**src/rtl/logc_pkg.sv**
```systemverilog
// logc_pkg: constants and types shared by the log-compressor files.
//   GAIN_FRAC_DEFAULT : default fractional bits of cfg_gain (64 = 1.0)
//   SAT_WIDTH         : width of the saturation counter
//   logc_mode_e       : per-sample processing mode (log or linear bypass)
package logc_pkg;

  localparam int GAIN_FRAC_DEFAULT = 6;
  localparam int SAT_WIDTH = 16;

  typedef enum logic {
    LOGC_MODE_LOG    = 1'b0,
    LOGC_MODE_BYPASS = 1'b1
  } logc_mode_e;

endpackage

```
**src/rtl/logc_lod.sv**
```systemverilog
// logc_lod: combinational leading-one detect and normalise.
// Returns the Mitchell log2 approximation {e, frac} of x, where e is the
// index of the leading one and frac holds the FRAC_WIDTH bits directly
// below it, MSB-aligned and zero-padded.
// Ports:
//   x       in  DATA_WIDTH  unsigned sample
//   log_val out LOG_WIDTH   {e, frac}; 0 for x = 0
module logc_lod
  import logc_pkg::*;
#(
  parameter int DATA_WIDTH  = 48,
  parameter int FRAC_WIDTH  = 8,
  parameter int SHIFT_WIDTH = $clog2(DATA_WIDTH),
  parameter int LOG_WIDTH   = SHIFT_WIDTH + FRAC_WIDTH
) (
  input  logic [DATA_WIDTH-1:0] x,
  output logic [LOG_WIDTH-1:0]  log_val
);

  logic [SHIFT_WIDTH-1:0]           e;
  logic [DATA_WIDTH+FRAC_WIDTH-1:0] padded;
  logic [FRAC_WIDTH-1:0]            frac;

  // Priority encoder: the highest set bit wins because it is visited last.
  always_comb begin
    e = '0;
    for (int i = 0; i < DATA_WIDTH; i++) begin
      if (x[i]) e = SHIFT_WIDTH'(i);
    end
  end

  // Appending FRAC_WIDTH zeros below x means bits e-1 .. e-FRAC_WIDTH of x
  // sit at padded[e +: FRAC_WIDTH]; short tails are zero-filled for free.
  assign padded  = {x, {FRAC_WIDTH{1'b0}}};
  assign frac    = padded[e +: FRAC_WIDTH];
  assign log_val = {e, frac};

endmodule

```
**src/rtl/logc_stream.sv**
```systemverilog
// logc_stream: three-stage valid/ready log compressor for envelope samples.
//   stage 1: register sample, tag, last flag and the configuration
//   stage 2: Mitchell log2 (or linear clamp for bypass)
//   stage 3: offset, gain, shift and clamp to OUT_WIDTH
// Ports:
//   clk, reset                       clock, synchronous active-high reset
//   in_valid/in_ready/in_data/in_ch/in_last    input stream
//   cfg_mode/cfg_offset/cfg_gain     configuration, captured per sample
//   sat_clr                          clears sat_count
//   out_valid/out_ready/out_data/out_ch/out_last output stream
//   sat_count                        saturating count of clamped outputs
module logc_stream
  import logc_pkg::*;
#(
  parameter int DATA_WIDTH  = 48,
  parameter int FRAC_WIDTH  = 8,
  parameter int SHIFT_WIDTH = $clog2(DATA_WIDTH),
  parameter int LOG_WIDTH   = SHIFT_WIDTH + FRAC_WIDTH,
  parameter int OUT_WIDTH   = 8,
  parameter int GAIN_WIDTH  = 8,
  parameter int GAIN_FRAC   = GAIN_FRAC_DEFAULT,
  parameter int OUT_SHIFT   = 5,
  parameter int CH_WIDTH    = 4,
  parameter logic [DATA_WIDTH-1:0] MIN_THRESHOLD = '0
) (
  input  logic                  clk,
  input  logic                  reset,
  input  logic                  in_valid,
  output logic                  in_ready,
  input  logic [DATA_WIDTH-1:0] in_data,
  input  logic [CH_WIDTH-1:0]   in_ch,
  input  logic                  in_last,
  input  logic                  cfg_mode,
  input  logic [LOG_WIDTH-1:0]  cfg_offset,
  input  logic [GAIN_WIDTH-1:0] cfg_gain,
  input  logic                  sat_clr,
  output logic                  out_valid,
  input  logic                  out_ready,
  output logic [OUT_WIDTH-1:0]  out_data,
  output logic [CH_WIDTH-1:0]   out_ch,
  output logic                  out_last,
  output logic [SAT_WIDTH-1:0]  sat_count
);

  localparam int PROD_WIDTH = LOG_WIDTH + GAIN_WIDTH;
  localparam logic [OUT_WIDTH-1:0] OUT_MAX = '1;

  // Stage 1
  logic                  s1_valid;
  logic [DATA_WIDTH-1:0] s1_data;
  logic [CH_WIDTH-1:0]   s1_ch;
  logic                  s1_last;
  logc_mode_e            s1_mode;
  logic [LOG_WIDTH-1:0]  s1_offset;
  logic [GAIN_WIDTH-1:0] s1_gain;
  // Stage 2
  logic                  s2_valid;
  logic [LOG_WIDTH-1:0]  s2_log;
  logic [OUT_WIDTH-1:0]  s2_byp;
  logic                  s2_byp_sat;
  logic [CH_WIDTH-1:0]   s2_ch;
  logic                  s2_last;
  logc_mode_e            s2_mode;
  logic [LOG_WIDTH-1:0]  s2_offset;
  logic [GAIN_WIDTH-1:0] s2_gain;
  // Stage 3
  logic                  s3_valid;
  logic [OUT_WIDTH-1:0]  s3_data;
  logic                  s3_sat;
  logic [CH_WIDTH-1:0]   s3_ch;
  logic                  s3_last;

  logic s1_load, s2_load, s3_load;

  // Ready chain: a stage may load when empty or when its content leaves.
  assign s3_load  = !s3_valid || out_ready;
  assign s2_load  = !s2_valid || s3_load;
  assign s1_load  = !s1_valid || s2_load;
  assign in_ready = s1_load;

  // Stage 2 combinational: log2 with threshold, bypass clamp.
  logic [LOG_WIDTH-1:0] lod_val, log_next;
  logic                 byp_sat_next;
  logic [OUT_WIDTH-1:0] byp_next;

  logc_lod #(
    .DATA_WIDTH (DATA_WIDTH),
    .FRAC_WIDTH (FRAC_WIDTH),
    .SHIFT_WIDTH(SHIFT_WIDTH),
    .LOG_WIDTH  (LOG_WIDTH)
  ) u_lod (
    .x      (s1_data),
    .log_val(lod_val)
  );

  assign log_next     = (s1_data <= MIN_THRESHOLD) ? '0 : lod_val;
  assign byp_sat_next = |s1_data[DATA_WIDTH-1:OUT_WIDTH];
  assign byp_next     = byp_sat_next ? OUT_MAX : s1_data[OUT_WIDTH-1:0];

  // Stage 3 combinational: floor at zero, full-width product, clamp.
  logic [LOG_WIDTH-1:0]  diff;
  logic [PROD_WIDTH-1:0] prod, scaled;
  logic                  log_sat;
  logic [OUT_WIDTH-1:0]  log_code;

  assign diff     = (s2_log > s2_offset) ? (s2_log - s2_offset) : '0;
  assign prod     = PROD_WIDTH'(diff) * PROD_WIDTH'(s2_gain);
  assign scaled   = prod >> (GAIN_FRAC + OUT_SHIFT);
  assign log_sat  = |scaled[PROD_WIDTH-1:OUT_WIDTH];
  assign log_code = log_sat ? OUT_MAX : scaled[OUT_WIDTH-1:0];

  // Valid bits are the only pipeline state that needs a reset.
  always_ff @(posedge clk) begin
    if (reset) begin
      s1_valid <= 1'b0;
      s2_valid <= 1'b0;
      s3_valid <= 1'b0;
    end else begin
      if (s1_load) s1_valid <= in_valid;
      if (s2_load) s2_valid <= s1_valid;
      if (s3_load) s3_valid <= s2_valid;
    end
  end

  always_ff @(posedge clk) begin
    if (s1_load) begin
      s1_data   <= in_data;
      s1_ch     <= in_ch;
      s1_last   <= in_last;
      s1_mode   <= logc_mode_e'(cfg_mode);
      s1_offset <= cfg_offset;
      s1_gain   <= cfg_gain;
    end
    if (s2_load) begin
      s2_log     <= log_next;
      s2_byp     <= byp_next;
      s2_byp_sat <= byp_sat_next;
      s2_ch      <= s1_ch;
      s2_last    <= s1_last;
      s2_mode    <= s1_mode;
      s2_offset  <= s1_offset;
      s2_gain    <= s1_gain;
    end
    if (s3_load) begin
      s3_data <= (s2_mode == LOGC_MODE_BYPASS) ? s2_byp : log_code;
      s3_sat  <= (s2_mode == LOGC_MODE_BYPASS) ? s2_byp_sat : log_sat;
      s3_ch   <= s2_ch;
      s3_last <= s2_last;
    end
  end

  // Clear takes priority over a same-cycle increment; count sticks at max.
  always_ff @(posedge clk) begin
    if (reset || sat_clr) begin
      sat_count <= '0;
    end else if (s3_valid && out_ready && s3_sat && (sat_count != '1)) begin
      sat_count <= sat_count + 1'b1;
    end
  end

  assign out_valid = s3_valid;
  assign out_data  = s3_data;
  assign out_ch    = s3_ch;
  assign out_last  = s3_last;

endmodule

```
**config.mk**
```make
export PLATFORM = sky130hd
export DESIGN_NAME = logc_stream
export DESIGN_NICKNAME = d
export VERILOG_FILES = /design/src/rtl/logc_pkg.sv /design/src/rtl/logc_lod.sv /design/src/rtl/logc_stream.sv
export SDC_FILE = /design/constraint.sdc
export NUM_CORES = 1
export LEC_CHECK = 0
export CORE_UTILIZATION = 50
export DETAILED_ROUTE_END_ITERATION = 10
export PLACE_DENSITY = 0.74
export SLEW_MARGIN = 20
export SYNTH_ARGS = -nofsm -noshare
export SYNTH_HDL_FRONTEND = slang
export SYNTH_SLANG_ARGS = --single-unit
```
**constraint.sdc**
```tcl
create_clock -name clk -period 7.1 [get_ports clk]
set_input_delay 1.42 -clock clk [delete_from_list [all_inputs] [get_ports clk]]
set_output_delay 1.42 -clock clk [all_outputs]
set_load 0.05 [all_outputs]
```
-- Yosys cells after proc, flatten, opt, wreduce, memory -nomap -nowiden
Index checks and enable logic that the tools add are counted.
- register bits after elaboration: 160
- input bits: 81
- output and inout bits: 31
- word-level logic and storage cells: 92
- add/sub/neg operators: 2
- $mul: 1
- $lt $le $gt $ge: 2
- equality and inequality tests: 1
- shift operators: 1
- muxes and demuxes: 51
- reductions and logical operators: 12
- operators by type and width (operator ; count):
    $mux 6 ; 16
    $mux 5 ; 16
    $shiftx 56x7->8 ; 1
    $le 48x1->1 const B ; 1
    $reduce_or 40->1 ; 1
    $mux 4 ; 8
    $mul 14x8->22 ; 1
    $add 16x1->16 const B ; 1
    $mux 8 ; 2
    $ne 16x16->1 const B ; 1
    $gt 14x14->1 ; 1
    $mux 14 ; 1
    $sub 14x14->14 ; 1
    $mux 3 ; 4
    $logic_or 1x1->1 ; 4
    $mux 2 ; 2
    $logic_and 1x1->1 ; 3
    $logic_not 1->1 ; 3
    $reduce_or 3->1 ; 1
    $mux 1 ; 2

-- Depth between registers and ports, before layout
Gate-level depths: netlist (run 1).
- word-level depth: 48
- mapped depth: 32

-- Hierarchy
A second synthesis (run 1) with hierarchy kept.
- cell total of the unflattened synthesis: 1181
- area total of the unflattened synthesis: 12104.1 sq um
- modules (own cells, without submodules) (module ; instances ; cells each ; area each (sq um) ; seq. area each (sq um)):
    logc_stream ; 1 ; 809 ; 9565.4 ; 4614.4
    logc_lod ; 1 ; 372 ; 2538.7 ; 0.0

-- Worst setup path after synthesis (run 1)
No wires, ideal clock.
- kind: flip-flop to flip-flop
- from: reg s2_log[0]
- to: reg s3_data[0] (netlist: out_data[0]) (data pin)
- arrival time: 6.911 ns
- data required time: 6.967 ns
- setup slack: 0.057 ns
- cell stages (with the launch flop): 28
- period minus slack after synthesis: 7.043 ns
- cells stage by stage: edfxtp_1 -> inv_1 -> ha_1 -> inv_1 -> fa_1 -> a211oi_1 -> o21ai_0 -> a21oi_1 -> nand3_1 -> nand2_1 -> a21o_1 -> buf_1 -> nor2_1 -> and2_1 -> fa_1 -> fa_1 -> fa_1 -> fa_1 -> ha_1 -> or3_1 -> a221o_1 -> nor2b_1 -> o31a_1 -> o21ai_1 -> nand2b_1 -> a21oi_1 -> mux2i_1 -> o32a_1
- word-level cells in the longest chain between the ends: 6
- elaborated cells on any way between the ends: 7
- those cells by class: 1 x add/sub; 1 x mul; 1 x order compare; 3 x mux; 1 x reduce/logical
- ends and longest elaborated chain (item ; RTL line ; source):
    from (decl) ; logc_stream.sv:58 ; logic [LOG_WIDTH-1:0] s2_log;
    from (signal assigned) ; logc_stream.sv:135 ; s2_log <= log_next;
    $sub 14x14->14 / $gt 14x14->1 (equally long branches) ; logc_stream.sv:106 ; assign diff = (s2_log > s2_offset) ? (s2_log - s2_offset) : '0;
    $mux 14 (*) ; logc_stream.sv:106 ;
    $mul 14x8->22 (*) ; logc_stream.sv:107 ; assign prod = PROD_WIDTH'(diff) * PROD_WIDTH'(s2_gain);
    $reduce_or 3->1 ; logc_stream.sv:109 ; assign log_sat = |scaled[PROD_WIDTH-1:OUT_WIDTH];
    $mux 8 (*) ; logc_stream.sv:110 ; assign log_code = log_sat ? OUT_MAX : scaled[OUT_WIDTH-1:0];
    $mux 8 (*) ; logc_stream.sv:145 ; s3_data <= (s2_mode == LOGC_MODE_BYPASS) ? s2_byp : log_code;
    to (signal assigned) ; logc_stream.sv:145 ;
    to (decl) ; logc_stream.sv:68 ; logic [OUT_WIDTH-1:0] s3_data;
Every way passes the cells marked *; elsewhere a longest branch is shown, timed or not.
A chain may end at the register's enable or synchronous reset.

-- Worst setup path in the final report (run 1)
- from: reg s2_log[0]
- to: reg s3_data[2] (netlist: out_data[2]) (data pin)
Same word-level chain as after synthesis.

==> results of run 1 <==
power by group through the flow:
stage	sequential, W	clock (W)	combinational (W)
2_1_floorplan	0.00119	0	0.00106
3_3_place_gp	0.00116	0	0.00158
3_5_place_dp	0.00116	0	0.00162
4_1_cts	0.00114	0.000879	0.00165
5_1_grt	0.00115	0.000929	0.00189
6_report	0.00114	0.000863	0.00169
cell families after synthesis:
group | count (synthesis) | share of synthesized area
buffers and inverters | 140 | 0.04899
flip-flops | 160 | 0.4060
AO/OA/AOI/OAI | 178 | 0.1121
XOR/XNOR | 29 | 0.02235
adder cells (fa/ha/maj) | 126 | 0.1863
multiplexers | 79 | 0.07001
AND/OR/NAND/NOR | 367 | 0.1543
synth_stat cells (8+ instances only):
master,count
a211oi_1,8
a21o_1,8
a21oi_1,39
a221oi_1,9
a22oi_1,21
and2_1,51
clkbuf_1,16
dfxtp_1,19
edfxtp_1,141
fa_1,72
ha_1,54
inv_1,104
mux2i_1,75
nand2_1,121
nand2b_1,9
nand3_1,29
nor2_1,83
nor3_1,13
nor4_1,12
o21ai_0,19
o32a_1,8
or3_1,13
xnor2_1,11
xor2_1,18
path summary, 6_finish.rpt:
kind | startpoint | end | depth (start not counted)
setup reg to reg | s2_log[0] | out_data[2] | 26
hold reg to reg | s1_offset[13] | s2_offset[13] | 0
setup / recovery | s2_log[0] | out_data[2] | 26
hold / removal | s1_offset[13] | s2_offset[13] | 0
cells in the final DEF, fill, tap and decap left out, drive strengths merged, types with 20 or more instances in the layout:
cell           instances
edfxtp               141
nand2                122
clkdlybuf4s50        111
inv                  111
nor2                  86
mux2i                 76
fa                    72
ha                    54
and2                  51
a21oi                 40
buf                   32
nand3                 29
a22oi                 21
o21ai                 20
metrics by stage:
step	worst slack, ps	util
final	313.6	0.6208
after CTS	12.95	0.6132
after global placement	-131.0	0.5857
after global routing	-23.37	0.6208
after floorplan	56.70	-
after detailed placement	-216.8	0.5857
cell type report:
class	instances	share of cell area
clock buffers	19	0.03166
repair buffers	143	0.09883
flip-flops and latches	160	0.3375
inverters	108	0.02965
multi-input cells	782	0.4671
clock inverters	13	0.009608
well taps	280	0.02562
registers in the layout (all words and copies together) (netlist names), 4 cells and up:
| name | flops |
|---|---|
| s2_byp | 8 |
| s2_offset | 14 |
| sat_count | 16 |
| out_data | 8 |
| s1_offset | 14 |
| s1_gain | 8 |
| s1_data | 48 |
| s2_ch | 4 |
| s1_ch | 4 |
| out_ch | 4 |
| s2_gain | 8 |
| s2_log | 14 |
critical path, cell delays in order, from the launching register on:
cell and delay, ps:
edfxtp_1 360, inv_1 70, ha_1 160, inv_1 60, fa_2 350, a211oi_2 230, o21ai_1 100, a21oi_1 190
nand3_1 130, nand2_2 110, a21o_4 160, nor2_2 60, and2_1 180, fa_1 550, fa_1 430, fa_1 510
fa_1 500, ha_1 220, or3_1 360, a221o_1 330, nor2b_1 170, o31a_1 270, o21ai_1 120, nand2b_1 150
a21oi_4 260, mux2i_4 120, o32a_1 370
metal layers:
metal | vias up | global-route usage
met1 | 4151 | 0.3006
met3 | 49 | 0.03271
met2 | 261 | 0.4013
met5 | - | 0
met4 | 0 | 0.07985
li1 | 4114 | -
timing repair:
item | CTS | global route
hold buffers | 0 | 0
gates resized for setup | 9 | 31
pin swaps | 1 | 23
cloned | 0 | 3
endpoints found under the setup margin | 9 | 9
setup buffers | 1 | 2
==> impl_metrics.yaml, run 1 <==
run_status:
  status: "completed"
global_route:
  grt_pass1_wl_mm: 43.06
  grt_pass1_vias: 8673
  grt_overflow: 0
  antenna_found_initial: 0
  grt_max_degree: 77
  grt_usage: 0.2327
place:
  port_buffers: 111
  placed_area_um2: 12900
  post-dp-hpwl_mm: 19.69
  dpl.cell_count: 1467
  routabilityCongestion: 0.9227
yosys:
  synth_seq_cells: 160
  synth.top_cells.by_area: "edfxtp_1 (37%), fa_1 (13%), mux2i_1 (6.6%)"
  synthDominantCellAreaShare: 0.3725
  synth_edf_count: 141
  synth-async-reset-ratio: 0
  syn-num-nets: 1286
  yosysWarnings: 0
  synth_area_leader_cell: "edfxtp_1"
  postSynthCellCount: 1079
  ys_seq_area_frac: 0.4060
  avgSynthCellArea_um2: 10.53
  synth_cell_type_count: 73
  netlist_area_um2: 11370
  yosys_most_used_dff: "edfxtp_1"
worst_setup_path:
  cp.required_ps: 7260
  critPathCaptureType: "register"
  cp.arrival_ps: 6950
  critical_path_class: "register to register"
  r2r_setup_slack_ps: 310
  setup.worst_path.start_class: "register"
  worstPathMaxFanout: 5
route:
  drt_pass1_iterations: 6
  routed_wl_mm: 25.98
  final_antenna_net_count: 0
  routed_via_density: 5.698
  via_count: 8575
  top_layer_used: "met4"
  drt_iter0_markers: 799
  route.detailed.drc: 0
  dr_wl_met2_mm: 13.12
  routedLengthMet1_mm: 11.25
  route.met3.wl_mm: 1.063
  wl_per_cell_um: 17.26
worst_hold_path:
  hold_path_class: "register to register"
timing:
  worstMarginPinSlew_ps: 1072
  fin_crit_ps: 6786
  fin_crit_sh: 0.9558
  finalHoldViolations: 0
  finalClockSkew_ps: 13.42
  maxSlewViolCount: 0
  setup_viol: 0
  whs_ps: 419.6
  setup-tns-final_ps: 0
  relSlewSlack: 0.2855
  fmaxAchievable_ghz: 0.1474
die:
  pin_count: 112
  start_util: 0.5160
  dieArea_um2: 23340
  dieWidth_um: 152.8
  die_h_um: 152.8
  coreArea_um2: 22030
  row_count: 54
layout:
  areaGrowthSynthToFinish_pct: 20.30
  stdcell_count: 1505
  regArea_um2: 4614
  diodes: 0
  design_area_um2: 13670
  final_layout_size_suffix_gt1_frac: 0.08898
  nets: 1419
  multi_input_area_um2: 6387
  nFillCells: 1826
pwr:
  p_per_area_nw_per_um2: 270.2
  finalPower_w: 0.003694
  power.switching_w: 0.001325
  power_frac_comb: 0.457
  power_frac_seq: 0.309
  p_int_w: 0.002369
  sw_frac_of_total: 0.3587
  clock_power_share: 0.234
  p_leak_nw: 5.663
  ir_drop_v: 0.0001770
clocking:
  path_clk_slew_ps: 70
  tritoncts: "built"
  clockRootBuffer: "clkbuf_16"
  cts_sinks: 160
  clk_path_buf_depth: 2
  numCtsBuffers: 17
  clock_latency_ps: 420
  h-tree-depth: 4
job:
  cap_violations: 0
Note: power is estimated with default switching activity, not from simulation.
==> run 2, diff against run 1 <==
--- a/config.mk
+++ b/config.mk
@@ -5,9 +5,12 @@
 export SDC_FILE = /design/constraint.sdc
 export NUM_CORES = 1
 export LEC_CHECK = 0
-export CORE_UTILIZATION = 50
+export CELL_PAD_IN_SITES_DETAIL_PLACEMENT = 1
+export CELL_PAD_IN_SITES_GLOBAL_PLACEMENT = 2
+export CORE_UTILIZATION = 35
 export DETAILED_ROUTE_END_ITERATION = 10
-export PLACE_DENSITY = 0.74
+export PLACE_DENSITY_LB_ADDON = 0.1
+export REMOVE_ABC_BUFFERS = 1
 export SLEW_MARGIN = 20
 export SYNTH_ARGS = -nofsm -noshare
 export SYNTH_HDL_FRONTEND = slang
==> impl_metrics.yaml, run 2 (same netlist as run 1, synthesis figures left out) <==
pwr:
  clock_power_share: 0.233
  power.switching_w: 0.001436
  ir_drop_v: 0.0001505
  power_frac_comb: 0.477
  p_per_area_nw_per_um2: 274.5
  sw_frac_of_total: 0.3644
  power_frac_seq: 0.290
  p_leak_nw: 5.959
  finalPower_w: 0.003941
  p_int_w: 0.002505
layout:
  areaGrowthSynthToFinish_pct: 26.30
  nets: 1472
  largestRegisters: "s1_data: 48 flops, sat_count: 16 flops"
  regArea_um2: 4614
  largest-register: "s1_data"
  multi_input_area_um2: 6475
  largest_register_ffs: 48
  final_layout_size_suffix_gt1_frac: 0.1440
  stdcell_count: 1680
  final_common_cell: "edfxtp_1"
  nFillCells: 3485
  final_cell_mix: "edfxtp_1 (141), nand2_1 (115), clkdlybuf4s50_1 (111), inv_1 (99), buf_4 (82)"
  diodes: 0
worst_hold_path:
  hold_path_class: "register to register"
  hp-start: "s1_offset[3]"
  holdPathEnd: "s2_offset[3]"
  whs_path_depth: 0
clocking:
  h-tree-depth: 4
  tritoncts: "built"
  cts_sinks: 160
  clock_latency_ps: 430
  cts.hold.buffers_added: 0
  path_clk_slew_ps: 70
  clockRootBuffer: "clkbuf_16"
  numCtsBuffers: 17
  clk_path_buf_depth: 2
timing:
  finalClockSkew_ps: 8.397
  whs_ps: 418.9
  maxSlewViolCount: 0
  setup_ws_ps: 294.4
  finalHoldViolations: 0
  worstMarginPinSlew_ps: 985.3
  fmaxAchievable_ghz: 0.1469
  setup_viol: 0
  fin_crit_sh: 0.9585
  relSlewSlack: 0.3422
  fin_crit_ps: 6806
route:
  via_count: 8695
  final_antenna_net_count: 0
  drt_iter0_markers: 397
  routed_via_density: 5.176
  route.detailed.drc: 0
  drt_pass1_iterations: 5
  wl_per_cell_um: 18.62
  routed_wl_mm: 31.28
global_route:
  antenna_found_initial: 0
  grt_max_degree: 64
  grt_overflow: 0
  grt_pass1_wl_mm: 50.94
  grt_usage: 0.1969
  grt_pass1_vias: 9510
die:
  die_h_um: 182.2
  row_count: 65
  dieWidth_um: 182.2
  start_util: 0.3583
  pin_count: 112
  coreArea_um2: 31720
  dieArea_um2: 33200
worst_setup_path:
  setup.worst_path.start_class: "register"
  slowest_stage: "fa_1"
  r2r_setup_slack_ps: 290
  crit_top_cell: "fa_1"
  critPathCaptureType: "register"
  cp.required_ps: 7290
  critical_path_class: "register to register"
  cp.arrival_ps: 6990
  timing.rr.end: "out_data[3]"
  worstPathMaxFanout: 6
  worstRegToRegCells: 29
  r2r_start: "s2_log[0]"
  cp_slowest_stage_delay_ps: 540
place:
  post-dp-hpwl_mm: 24.37
  preCtsSetupSlack_ps: -632.2
  port_buffers: 111
  routabilityCongestion: 0.7924
  dpl.cell_count: 1639
run_status:
  status: "completed"
job:
  cap_violations: 0
==> run 2: cell types whose count changed in the layout (fill, tap and decap cells not counted), sizes merged <==
cell,delta
buf,+53
clkbuf,-2
clkinv,+2
clkinvlp,-2
inv,+2
==> run 2: layer usage <==
| metal | share of wire | up-vias | global-route usage |
|---|---|---|---|
| li1 | - | 4215 | - |
| met1 | 0.45 | 4362 | 0.2446 |
| met2 | 0.52 | 93 | 0.3586 |
| met3 | 0.018 | 25 | 0.02435 |
| met4 | 0.013 | 0 | 0.05210 |
| met5 | 0 | - | 0 |
==> run 2: layout make-up <==
| type | count | share of cell area |
|---|---|---|
| flip-flops and latches | 160 | 0.3215 |
| repair buffers | 196 | 0.1226 |
| multi-input cells | 782 | 0.4511 |
| inverters | 108 | 0.02833 |
| clock buffers | 17 | 0.02963 |
| well taps | 402 | 0.03504 |
| clock inverters | 15 | 0.01185 |
==> run 2: power groups by stage <==
stage	sequential, W	combinational, W	clock (W)
global route	0.00115	0.00213	0.000982
CTS	0.00114	0.00185	0.000948
global placement	0.00116	0.00177	0
finish	0.00114	0.00188	0.000916
detailed placement	0.00116	0.00180	0
floorplan	0.00119	0.00105	0
==> run 2: through the flow <==
stage | instance area [µm²] | util | setup TNS (ps)
3_3_place_gp | 13430 | 0.4236 | -2879
3_5_place_dp | 13430 | 0.4236 | -5117
2_1_floorplan | 11210 | - | 0
4_1_cts | 14130 | 0.4456 | 0
5_1_grt | 14360 | 0.4526 | -383.7
6_report | 14360 | 0.4526 | 0
==> run 2: worst max-delay path, delay by kind of cell, from the launching register on <==
family	cells	cell delay [ps]
AO/OA/AOI/OAI	9	1730
adder cells (fa/ha/maj)	7	2930
buffers and inverters	6	720
flip-flops	1	360
AND/OR/NAND/NOR	7	790
==> run 2: worst max path at each step <==
stage / startpoint / to / slack [ps] / cells after the start
floorplan: s2_log[0] / out_data[0] / 200 / 26
global placement: s2_offset[0] / s3_sat / -380 / 27
detailed placement: s2_offset[0] / s3_sat / -630 / 27
CTS: s2_log[0] / s3_sat / 10 / 28
global route: s2_log[0] / out_data[7] / -60 / 29
finish: s2_log[0] / out_data[3] / 290 / 29
==> run 2: what timing repair did <==
action | in CTS | in global routing
cloned | 2 | 1
endpoints found under the setup margin | 9 | 9
resized for setup | 20 | 48
setup buffers | 0 | 6
pin swaps | 5 | 41
==> variant: new RTL, flow settings as in run 1 <==
Change the parameter `CH_WIDTH` from 4 to 3.
--- a/src/rtl/logc_stream.sv
+++ b/src/rtl/logc_stream.sv
@@ -20,7 +20,7 @@
   parameter int GAIN_WIDTH  = 8,
   parameter int GAIN_FRAC   = GAIN_FRAC_DEFAULT,
   parameter int OUT_SHIFT   = 5,
-  parameter int CH_WIDTH    = 4,
+  parameter int CH_WIDTH    = 3,
   parameter logic [DATA_WIDTH-1:0] MIN_THRESHOLD = '0
 ) (
   input  logic                  clk,
Interface: changed (resized in_ch and out_ch); port bits go from 112 to 110. No check against the original RTL was run, so the function may have changed too.
==> variant against run 1 <==
  * The flow now finishes with violations (design-rule violations)
  * Via count grew 0.97%
  * Area after synthesis shrank 0.79%
  * Design area grew 0.57%
  * First-iteration DRC count shrank 15%
  * Power grew 2.3%
  * Sequential cell count shrank 3
  * Wire length grew 1.8%
  * Setup slack lost 0.076 ns
  * Critical path type unchanged
  * Critical endpoint is now out_data[5]
  * Largest cell class unchanged
==> variant: results (changes against run 1) <==
* Outcome: finished, violations left
* Synth Flop Type: edfxtp_1
* Pre-CTS setup slack at -0.388 ns (-0.171 ns)
* H-tree levels at 4 (unchanged)
* Worst Skew at 0.0119 ns (-0.00151 ns)
* Failing checks: design-rule violations
* Area share of xor/xnor cells in the synthesized design at 0.0225 (+0.000179)
* Top cells by area, synth: edfxtp_1, fa_1, mux2i_1, ha_1, nand2_1
* R2r setup slk at 0.24 ns (-0.08 ns)
* Setup Fix Bufs, Post-CTS at 0 (-1)
* Vias per inst at 5.72 (+0.43%)
* Placed cell areas at 12,900 um^2 (-0.21%)
* CP Max Fanout at 5 (unchanged)
* Warnings, synthesis at 0 (unchanged)
* Syn_nets at 1,282 (-0.31%)
* F_max at 146 MHz (-1.1%)
* Drt first-iter violations at 677 (-15%)
* Lkg Pwr at 5.73 nW (+1.1%)
* DP Cell Count at 1,473 (+0.41%)
* Hold Startpoint: s1_gain[0]
* Share of cells above drive strength 1 at 0.105 (+0.0156)
* Worst-Margin Slew at 1.06 ns (-0.0154 ns)
* CP arrival at 7.04 ns (+0.09 ns)
* FFs w/ async S/R, synth at 0 (unchanged)
* Post-synth EDFFs at 138 (-2.1%)
* Hold Path Class: register to register
* DP HPWL at 19.6 mm (-0.56%)
* FF-to-FF End: out_data[5]
* First-pass GRT wire length at 43.3 mm (+0.61%)
* CTS Buf Count at 17 (unchanged)
* WHS at 0.419 ns (-0.000278 ns)
* Number of detailed-route iterations in the first pass at 8 (+2)
* Drt drc at 1 (+1)
* Vias at 8,658 (+0.97%)
* Hold EP: s2_gain[0]
* Clock Tree Buf Depth at 2 (unchanged)
* IO Port Bufs at 109 (-1.8%)
* Global Route Usage Sum at 0.236 (+0.00317)
* Syn Area/Cell at 10.5 um^2 (-0.52%)
* Setup crit start kind: register
* Largest net degree at the start of global routing at 76 (-1.3%)
* CP top delay family: adder cells
* Slowest-stage cell, CP: fa_2
* R2R cell count at 28 (+7.7%)
* Unique cell type count in the Yosys netlist at 73 (unchanged)
* Nets@finish at 1,426 (+0.49%)
* Sequential fraction of the synthesis area at 0.401 (-0.00475)
* Compound-cell area share of the yosys netlist at 0.113 (+0.000895)
* WL/cell at 17.5 um (+1.3%)
* Fraction of synthesized area in multiplexers at 0.0706 (+0.000559)
* Gp weighted congestion at 0.884 (-4.2%)
* Post-synthesis adder-cell area fraction at 0.188 (+0.00149)
* Resized Gates After CTS at 11 (+2)
* Peak VDD IR at 0.164 mV (-7.3%)
* Initial antenna violation count at 0 (unchanged)
* Commonest cells post-synth: edfxtp_1, nand2_1, inv_1
## variant: power by group
| group | switching, mW | internal (mW) |
|---|---|---|
| clock | 0.384 | 0.530 |
| sequential | 0.0497 | 1.07 |
| combinational | 0.915 | 0.829 |
| total | 1.35 | 2.43 |
## variant: per-layer routing
| metal | GRT usage | wire length [um] | part of all wire | vias to the layer above |
|---|---|---|---|---|
| met3 | 0.0347 | 1290 | 0.049 | 52 |
| met5 | 0 | 0 | 0 | - |
| met4 | 0.0909 | 608 | 0.023 | 0 |
| met2 | 0.406 | 13300 | 0.50 | 274 |
| li1 | - | - | - | 4131 |
| met1 | 0.301 | 11200 | 0.43 | 4201 |
## variant: layout make-up
| class | instances | area, um^2 |
|---|---|---|
| well taps | 280 | 350 |
| clock buffers | 22 | 518 |
| inverters | 108 | 405 |
| clock inverters | 10 | 82.6 |
| fillers | 1732 | 8210 |
| flip-flops and latches | 157 | 4520 |
| repair buffers | 154 | 1440 |
| multi-input cells | 782 | 6430 |
